===== src/rtl/cpu_types_pkg.sv =====
// ============================================================================
// Module : cpu_types_pkg
// Brief  : Shared CPU types for the pipeline sequencer and hazard logic.
// Rev    : 1.0  initial release
// ============================================================================
`default_nettype none

package cpu_types_pkg;

    typedef logic [4:0] regbits_t;

    typedef enum logic [0:0] {
        RUN    = 1'b0,
        HALTED = 1'b1
    } pipe_state_t;

endpackage

`default_nettype wire


===== src/rtl/pipeline_ctrl_if.sv =====
// ============================================================================
// Module : pipeline_ctrl_if
// Brief  : Status inputs and latch/PC control outputs of the pipeline sequencer.
// Rev    : 1.0  initial release
// ============================================================================
`default_nettype none

interface pipeline_ctrl_if
    import cpu_types_pkg::*;
#(
    parameter int CNT_W = 32
) ();

    logic             ihit;
    logic             dhit;
    logic             mem_dren;
    logic             mem_dwen;
    logic             mem_halt;
    logic             ex_memread;
    regbits_t         ex_rd;
    regbits_t         id_rs;
    regbits_t         id_rt;
    logic             ex_branch_taken;
    logic             id_jump;
    logic             pc_en;
    logic             ifid_en;
    logic             idex_en;
    logic             exmem_en;
    logic             memwb_en;
    logic             ifid_flush;
    logic             idex_flush;
    logic             exmem_flush;
    logic             memwb_flush;
    logic             halt;
    logic [CNT_W-1:0] stall_cnt;

    // Sequencer side
    modport master (
        input  ihit, dhit, mem_dren, mem_dwen, mem_halt, ex_memread,
               ex_rd, id_rs, id_rt, ex_branch_taken, id_jump,
        output pc_en, ifid_en, idex_en, exmem_en, memwb_en,
               ifid_flush, idex_flush, exmem_flush, memwb_flush,
               halt, stall_cnt
    );

    // Datapath side
    modport slave (
        output ihit, dhit, mem_dren, mem_dwen, mem_halt, ex_memread,
               ex_rd, id_rs, id_rt, ex_branch_taken, id_jump,
        input  pc_en, ifid_en, idex_en, exmem_en, memwb_en,
               ifid_flush, idex_flush, exmem_flush, memwb_flush,
               halt, stall_cnt
    );

endinterface

`default_nettype wire


===== src/rtl/hazard_detect.sv =====
// ============================================================================
// Module : hazard_detect
// Brief  : Load-use hazard: load in EX writing a register read by ID.
// Rev    : 1.0  initial release
// ============================================================================
`default_nettype none

module hazard_detect
    import cpu_types_pkg::*;
(
    input  logic     i_ex_memread,
    input  regbits_t i_ex_rd,
    input  regbits_t i_id_rs,
    input  regbits_t i_id_rt,
    output logic     o_lu
);

    // $zero is never a real dependency
    assign o_lu = i_ex_memread && (i_ex_rd != '0) &&
                  ((i_ex_rd == i_id_rs) || (i_ex_rd == i_id_rt));

endmodule

`default_nettype wire


===== src/rtl/pipeline_ctrl.sv =====
// ============================================================================
// Module : pipeline_ctrl
// Brief  : Per-cycle enable/flush sequencer for the pipeline latches and PC.
// Rev    : 1.0  initial release
// ============================================================================
`default_nettype none

module pipeline_ctrl
    import cpu_types_pkg::*;
#(
    parameter int CNT_W = 32
) (
    input  logic             CLK,
    input  logic             nRST,
    pipeline_ctrl_if.master  bus
);

    localparam logic [CNT_W-1:0] C_CNT_MAX = '1;
    localparam logic [CNT_W-1:0] C_CNT_ONE = {{(CNT_W-1){1'b0}}, 1'b1};

    pipe_state_t      r_state;
    pipe_state_t      w_state_nxt;
    logic             r_halt;
    logic [CNT_W-1:0] r_stall_cnt;

    logic w_dstall;
    logic w_lu;
    logic w_pc_en, w_ifid_en, w_idex_en, w_exmem_en, w_memwb_en;
    logic w_ifid_flush, w_idex_flush, w_exmem_flush, w_memwb_flush;

    assign w_dstall = (bus.mem_dren || bus.mem_dwen) && !bus.dhit;

    hazard_detect u_hazard_detect (
        .i_ex_memread (bus.ex_memread),
        .i_ex_rd      (bus.ex_rd),
        .i_id_rs      (bus.id_rs),
        .i_id_rt      (bus.id_rt),
        .o_lu         (w_lu)
    );

    always_comb begin
        w_state_nxt   = r_state;
        w_pc_en       = 1'b0;
        w_ifid_en     = 1'b0;
        w_idex_en     = 1'b0;
        w_exmem_en    = 1'b0;
        w_memwb_en    = 1'b0;
        w_ifid_flush  = 1'b0;
        w_idex_flush  = 1'b0;
        w_exmem_flush = 1'b0;
        w_memwb_flush = 1'b0;

        if (nRST && (r_state == RUN)) begin
            if (w_dstall) begin
                w_memwb_flush = 1'b1;
            end else if (!bus.ihit) begin
                // Retire MEM and bubble behind it so its access is not reissued
                w_exmem_flush = 1'b1;
                w_memwb_en    = 1'b1;
            end else begin
                w_pc_en    = 1'b1;
                w_ifid_en  = 1'b1;
                w_idex_en  = 1'b1;
                w_exmem_en = 1'b1;
                w_memwb_en = 1'b1;
                if (bus.ex_branch_taken) begin
                    w_ifid_flush = 1'b1;
                    w_idex_flush = 1'b1;
                end else if (w_lu) begin
                    w_pc_en      = 1'b0;
                    w_ifid_en    = 1'b0;
                    w_idex_flush = 1'b1;
                end else if (bus.id_jump) begin
                    w_ifid_flush = 1'b1;
                end
            end

            if (bus.mem_halt && !w_dstall) begin
                w_state_nxt = HALTED;
            end
        end
    end

    always_ff @(posedge CLK) begin
        if (!nRST) begin
            r_state     <= RUN;
            r_halt      <= 1'b0;
            r_stall_cnt <= '0;
        end else begin
            r_state <= w_state_nxt;
            r_halt  <= (w_state_nxt == HALTED);
            if ((r_state == RUN) && !w_pc_en && (r_stall_cnt != C_CNT_MAX)) begin
                r_stall_cnt <= r_stall_cnt + C_CNT_ONE;
            end
        end
    end

    assign bus.pc_en       = w_pc_en;
    assign bus.ifid_en     = w_ifid_en;
    assign bus.idex_en     = w_idex_en;
    assign bus.exmem_en    = w_exmem_en;
    assign bus.memwb_en    = w_memwb_en;
    assign bus.ifid_flush  = w_ifid_flush;
    assign bus.idex_flush  = w_idex_flush;
    assign bus.exmem_flush = w_exmem_flush;
    assign bus.memwb_flush = w_memwb_flush;
    assign bus.halt        = r_halt;
    assign bus.stall_cnt   = r_stall_cnt;

endmodule

`default_nettype wire


===== src/flat_wrapper.sv =====
// flat-port wrapper written by rule: the top's interface ports become plain ports
module pipeline_ctrl_flat import cpu_types_pkg::*;
#(
    parameter int CNT_W = 32
)
  (CLK, nRST, bus_ihit, bus_dhit, bus_mem_dren, bus_mem_dwen, bus_mem_halt, bus_ex_memread, bus_ex_rd, bus_id_rs, bus_id_rt, bus_ex_branch_taken, bus_id_jump, bus_pc_en, bus_ifid_en, bus_idex_en, bus_exmem_en, bus_memwb_en, bus_ifid_flush, bus_idex_flush, bus_exmem_flush, bus_memwb_flush, bus_halt, bus_stall_cnt);
  pipeline_ctrl_if #(.CNT_W(CNT_W)) bus_i ();
  input  logic CLK;
  input  logic nRST;
  input wire logic [$bits(bus_i.ihit)-1:0] bus_ihit;
  input wire logic [$bits(bus_i.dhit)-1:0] bus_dhit;
  input wire logic [$bits(bus_i.mem_dren)-1:0] bus_mem_dren;
  input wire logic [$bits(bus_i.mem_dwen)-1:0] bus_mem_dwen;
  input wire logic [$bits(bus_i.mem_halt)-1:0] bus_mem_halt;
  input wire logic [$bits(bus_i.ex_memread)-1:0] bus_ex_memread;
  input wire logic [$bits(bus_i.ex_rd)-1:0] bus_ex_rd;
  input wire logic [$bits(bus_i.id_rs)-1:0] bus_id_rs;
  input wire logic [$bits(bus_i.id_rt)-1:0] bus_id_rt;
  input wire logic [$bits(bus_i.ex_branch_taken)-1:0] bus_ex_branch_taken;
  input wire logic [$bits(bus_i.id_jump)-1:0] bus_id_jump;
  output wire logic [$bits(bus_i.pc_en)-1:0] bus_pc_en;
  output wire logic [$bits(bus_i.ifid_en)-1:0] bus_ifid_en;
  output wire logic [$bits(bus_i.idex_en)-1:0] bus_idex_en;
  output wire logic [$bits(bus_i.exmem_en)-1:0] bus_exmem_en;
  output wire logic [$bits(bus_i.memwb_en)-1:0] bus_memwb_en;
  output wire logic [$bits(bus_i.ifid_flush)-1:0] bus_ifid_flush;
  output wire logic [$bits(bus_i.idex_flush)-1:0] bus_idex_flush;
  output wire logic [$bits(bus_i.exmem_flush)-1:0] bus_exmem_flush;
  output wire logic [$bits(bus_i.memwb_flush)-1:0] bus_memwb_flush;
  output wire logic [$bits(bus_i.halt)-1:0] bus_halt;
  output wire logic [$bits(bus_i.stall_cnt)-1:0] bus_stall_cnt;
  assign bus_i.ihit = bus_ihit;
  assign bus_i.dhit = bus_dhit;
  assign bus_i.mem_dren = bus_mem_dren;
  assign bus_i.mem_dwen = bus_mem_dwen;
  assign bus_i.mem_halt = bus_mem_halt;
  assign bus_i.ex_memread = bus_ex_memread;
  assign bus_i.ex_rd = bus_ex_rd;
  assign bus_i.id_rs = bus_id_rs;
  assign bus_i.id_rt = bus_id_rt;
  assign bus_i.ex_branch_taken = bus_ex_branch_taken;
  assign bus_i.id_jump = bus_id_jump;
  assign bus_pc_en = bus_i.pc_en;
  assign bus_ifid_en = bus_i.ifid_en;
  assign bus_idex_en = bus_i.idex_en;
  assign bus_exmem_en = bus_i.exmem_en;
  assign bus_memwb_en = bus_i.memwb_en;
  assign bus_ifid_flush = bus_i.ifid_flush;
  assign bus_idex_flush = bus_i.idex_flush;
  assign bus_exmem_flush = bus_i.exmem_flush;
  assign bus_memwb_flush = bus_i.memwb_flush;
  assign bus_halt = bus_i.halt;
  assign bus_stall_cnt = bus_i.stall_cnt;
  pipeline_ctrl #(.CNT_W(CNT_W)) u_core (.CLK(CLK), .nRST(nRST), .bus(bus_i));
endmodule

===== config.mk =====
export PLATFORM = sky130hd
export DESIGN_NAME = pipeline_ctrl_flat
export DESIGN_NICKNAME = d
export VERILOG_FILES = /design/src/rtl/cpu_types_pkg.sv /design/src/rtl/pipeline_ctrl_if.sv /design/src/rtl/hazard_detect.sv /design/src/rtl/pipeline_ctrl.sv /design/src/flat_wrapper.sv
export SDC_FILE = /design/constraint.sdc
export NUM_CORES = 1
export LEC_CHECK = 0
export CORE_ASPECT_RATIO = 2
export CORE_MARGIN = 4
export CORE_UTILIZATION = 30
export CTS_BUF_LIST = sky130_fd_sc_hd__clkbuf_4 sky130_fd_sc_hd__clkbuf_8 sky130_fd_sc_hd__clkbuf_16
export DETAILED_ROUTE_END_ITERATION = 10
export PLACE_DENSITY_LB_ADDON = 0.1
export SETUP_SLACK_MARGIN = 0.4
export SYNTH_ARGS = -nofsm -noshare
export SYNTH_HDL_FRONTEND = slang
export SYNTH_SLANG_ARGS = --single-unit

===== constraint.sdc =====
create_clock -name CLK -period 3 [get_ports CLK]
set_input_delay 0.9 -clock CLK [delete_from_list [all_inputs] [get_ports CLK]]
set_output_delay 0.9 -clock CLK [all_outputs]
set_load 0.02 [all_outputs]

==> metrics.txt <==
die outline width=64.01 um; routed len/inst=15.83 um; Worst Hold Endpoint=u_core.bus.stall_cnt[12]; count of filler cells inserted in the layout=553; cell mode on critical path=sky130_fd_sc_hd__buf_6; Total Die Area=7681 um^2; Peak VDD IR=0.2929 mV; Seq cells post-synth=33; clk sink count=33; Remaining DRCs=0; hold crit path type=reg2reg; startpoint types=input port; FF-to-FF path depth=6; Hold Startpoint=u_core.bus.stall_cnt[12]; pin count of the biggest net entering global routing=31; Pins Over Slew Limit=0; WP buf/inv=4; worst setup skew after layout=7.250 ps; ratio of cells with drive above 1 in the final layout=34.30%; number of search-and-repair iterations in the first detailed-routing pass=4; clock-pin slew reported for the worst setup and hold paths after clock tree synthesis=50 ps; Clock Root Buffer=sky130_fd_sc_hd__clkbuf_16; number of synthesized flops with an enable pin=0; sequential fraction of the synthesis area=35.11%; number of placement rows=40; count of distinct cell types in the synthesized netlist=40; cell depth of the worst hold path=2; number of nets in the final layout=371; Post-Synthesis Cells=235; post-detailed-route count of antenna-violating nets=0; Final Wtd Congestion=0.7760; Crit Path Class=in2out; starting density of the core=31.07%; Static Leakage=1.232 nW; status=complete, but fails checks; io pins=67; area of the multi-input gates=1338 um^2; final worst setup slack=-48.27 ps; Slowest cell on crit path=sky130_fd_sc_hd__o31a_1; power per cell area=371.1 nW/um^2; routed wire length=6.805 mm; total number of vias=2204; dominant synthesized flop cell=sky130_fd_sc_hd__dfxtp_1; hold-fix buffers at CTS=0; violated checks=setup timing; portion of the clock cycle consumed by the worst path in the final layout=101.6%; setup slack on the worst flop-to-flop path=800 ps; largest stage delay on the critical path=300 ps; slew at the pin closest to its max-slew limit=478.8 ps; number of clock buffers inserted by TritonCTS=5; Min Hold Slack=501.5 ps; I/O Buffers=66; highest net fanout along the worst path=3; Total Negative Setup Slacks=-122.0 ps; CTS tree=done; die height=120.0 um; number of global-route vias before repair=2160; final hold viol count=0; combined flip-flop and latch cell area=660.6 um^2; Max Fclk=328.1 MHz; end of the worst register-to-register path=u_core.bus.stall_cnt[16]; number of max-cap violations=0; total global routing track utilization=16.80%; Avg Vias per Cell=5.126; clock latency on the worst-skew pair=280 ps; Data required, critical path=2100 ps; ordered list of cells on the worst path=buf_8 -> buf_6 -> xnor2_2 -> nand3_2 -> o22a_1 -> o31a_1 -> buf_4 -> buf_6; proportion of register bits with asynchronous set or reset after synthesis=0%; CTS H-Tree Depth=2; global-route wire length before repair=10.22 mm; Post-Place Worst Slack=-864.4 ps; Clock Tree Buf Depth=2; overall overflow remaining after global route=0; kind of capture point of the worst setup path=output pin; Largest delay share family, worst path=compound AO/OA/AOI/OAI gates; placed wire-length estimate after detailed placement=4.616 mm; post-synthesis area per instance=8.008 um^2; Arrival @ worst endpoint=2150 ps; Min Clock Period, post-route=3048 ps; number of antenna violations at the first check in global routing=2; layout overhead on the synthesized area=80.65%; launch point of the worst reg-to-reg path=u_core.bus.stall_cnt[2]; count of endpoints failing setup in the final report=3; net count after synthesis=261; Floorplan Core Area=6056 um^2; netlist area before placement=1882 um^2; setup repair after global routing missed its margin=true; total number of yosys warnings=0; Slew headroom=68.08%; DRT iter0 DRCs=80
worst register-to-register path, cell delays in order, from the launching register on:
cell and delay, ps:
sky130_fd_sc_hd__dfxtp_1 430, sky130_fd_sc_hd__and4_1 440, sky130_fd_sc_hd__nand4_4 160, sky130_fd_sc_hd__a21oi_1 420, sky130_fd_sc_hd__nand4_1 180, sky130_fd_sc_hd__or3_4 390, sky130_fd_sc_hd__a21oi_2 110
kinds of logic after synthesis:
logic type	Yosys count	share of synthesized area, %
and+or+nand+nor	105	31.92
AOI/OAI and AO/OA	67	21.08
DFF	33	35.11
buffers and inverters	15	4.521
xor gates and xnor gates	11	5.120
muxes	3	1.596
adders and majority gates	1	0.6648
worst max-delay path by stage:
stage	to	cells past startpoint	start	slack, ps
after global placement	bus_ifid_flush	6	bus_ex_rd[3]	-840
after global routing	bus_ifid_en	7	bus_id_rt[3]	-120
after CTS	bus_idex_flush	7	bus_ex_rd[4]	-60
final	bus_ifid_en	8	bus_ex_rd[2]	-50
after detailed placement	bus_ifid_flush	6	bus_ex_rd[3]	-860
after floorplan	bus_ifid_flush	6	nRST	-70
routing by layer:
| metal | wire length, um | vias to the layer above | global-route usage, % | share of wire [%] |
|---|---|---|---|---|
| met5 | 0 | - | 0 | 0 |
| met4 | 138 | 0 | 8.119 | 2.0 |
| met3 | 157 | 9 | 2.622 | 2.3 |
| met2 | 4065 | 38 | 32.66 | 60 |
| met1 | 2444 | 1061 | 16.45 | 36 |
| li1 | - | 1096 | - | - |
sequential cells by signal (all words and copies together) (netlist names):
| signal | count |
|---|---|
| u_core.r_state | 1 |
| u_core.bus.stall_cnt | 32 |
Yosys cell counts (5+ instances only):
library cell               instances  area (um^2)
sky130_fd_sc_hd__nand4_1           9        56.30
sky130_fd_sc_hd__nor2_1            9        33.78
sky130_fd_sc_hd__a21oi_1          28        140.1
sky130_fd_sc_hd__nand3_1          13        65.06
sky130_fd_sc_hd__o21ai_0          21        105.1
sky130_fd_sc_hd__xnor2_1          10        87.58
sky130_fd_sc_hd__dfxtp_1          33        660.6
sky130_fd_sc_hd__nand2_1          20        75.07
sky130_fd_sc_hd__or4_1             5        37.54
sky130_fd_sc_hd__clkbuf_1          5        18.77
sky130_fd_sc_hd__and3_1            6        37.54
sky130_fd_sc_hd__or3_1            24        150.1
repair_timing:
| action | 4_1_cts | 5_1_grt |
|---|---|---|
| cloned | 0 | 3 |
| endpoints found under the hold margin | 0 | 0 |
| gates resized for setup | 156 | 37 |
| buffers inserted | 13 | 8 |
| pin swaps | 49 | 31 |
| endpoints found under the setup margin | 41 | 37 |
cells in the final DEF (no fill, tap or decap), types with 2 or more instances in the layout:
cell / n
sky130_fd_sc_hd__buf_12: 2
sky130_fd_sc_hd__inv_1: 2
sky130_fd_sc_hd__clkbuf_16: 7
sky130_fd_sc_hd__nand2b_1: 2
sky130_fd_sc_hd__nor3_1: 4
sky130_fd_sc_hd__nand4_1: 9
sky130_fd_sc_hd__or3_1: 18
sky130_fd_sc_hd__nor2_1: 8
sky130_fd_sc_hd__a21oi_2: 8
sky130_fd_sc_hd__buf_6: 37
sky130_fd_sc_hd__o21ai_1: 4
sky130_fd_sc_hd__or4_1: 4
sky130_fd_sc_hd__mux2i_1: 3
sky130_fd_sc_hd__buf_8: 2
sky130_fd_sc_hd__buf_2: 12
sky130_fd_sc_hd__clkdlybuf4s50_1: 37
sky130_fd_sc_hd__nand2_1: 20
sky130_fd_sc_hd__or3_4: 6
sky130_fd_sc_hd__o21ai_0: 19
sky130_fd_sc_hd__buf_4: 22
sky130_fd_sc_hd__dfxtp_1: 33
sky130_fd_sc_hd__o21a_1: 2
sky130_fd_sc_hd__o31ai_1: 3
sky130_fd_sc_hd__xnor2_1: 6
sky130_fd_sc_hd__a21oi_1: 20
sky130_fd_sc_hd__xnor2_2: 3
sky130_fd_sc_hd__o31a_1: 2
sky130_fd_sc_hd__nand3_1: 12
sky130_fd_sc_hd__and2_1: 2
sky130_fd_sc_hd__and4_1: 4
sky130_fd_sc_hd__diode_2: 2
sky130_fd_sc_hd__and3_1: 6
stage by stage:
stage          power, mW  instance area [um^2]  std cells  util (%)
2_1_floorplan     0.5628                  1937        235         -
3_3_place_gp      0.6748                  2808        398     46.36
4_1_cts            1.191                  3095        417     51.12
5_1_grt            1.313                  3400        430     56.14
6_report           1.261                  3400        430     56.14
3_5_place_dp      0.6758                  2808        398     46.36
final cells by class:
cell class                      instances  area share (%)
Antenna cell                            2          0.1472
Clock buffer                            5           3.681
Clock inverter                          1          0.1472
Inverter                                3          0.4785
Multi-Input combinational cell        187           39.34
Sequential cell                        33           19.43
Tap cell                               84           3.092
Timing Repair Buffer                  115           33.68
power by group:
part | total, mW | switching [mW] | internal [mW]
clock | 0.476 | 0.180 | 0.296
combinational | 0.330 | 0.137 | 0.192
sequential | 0.456 | 0.0106 | 0.445
total | 1.26 | 0.328 | 0.933
(Power assumes the default switching activity.)
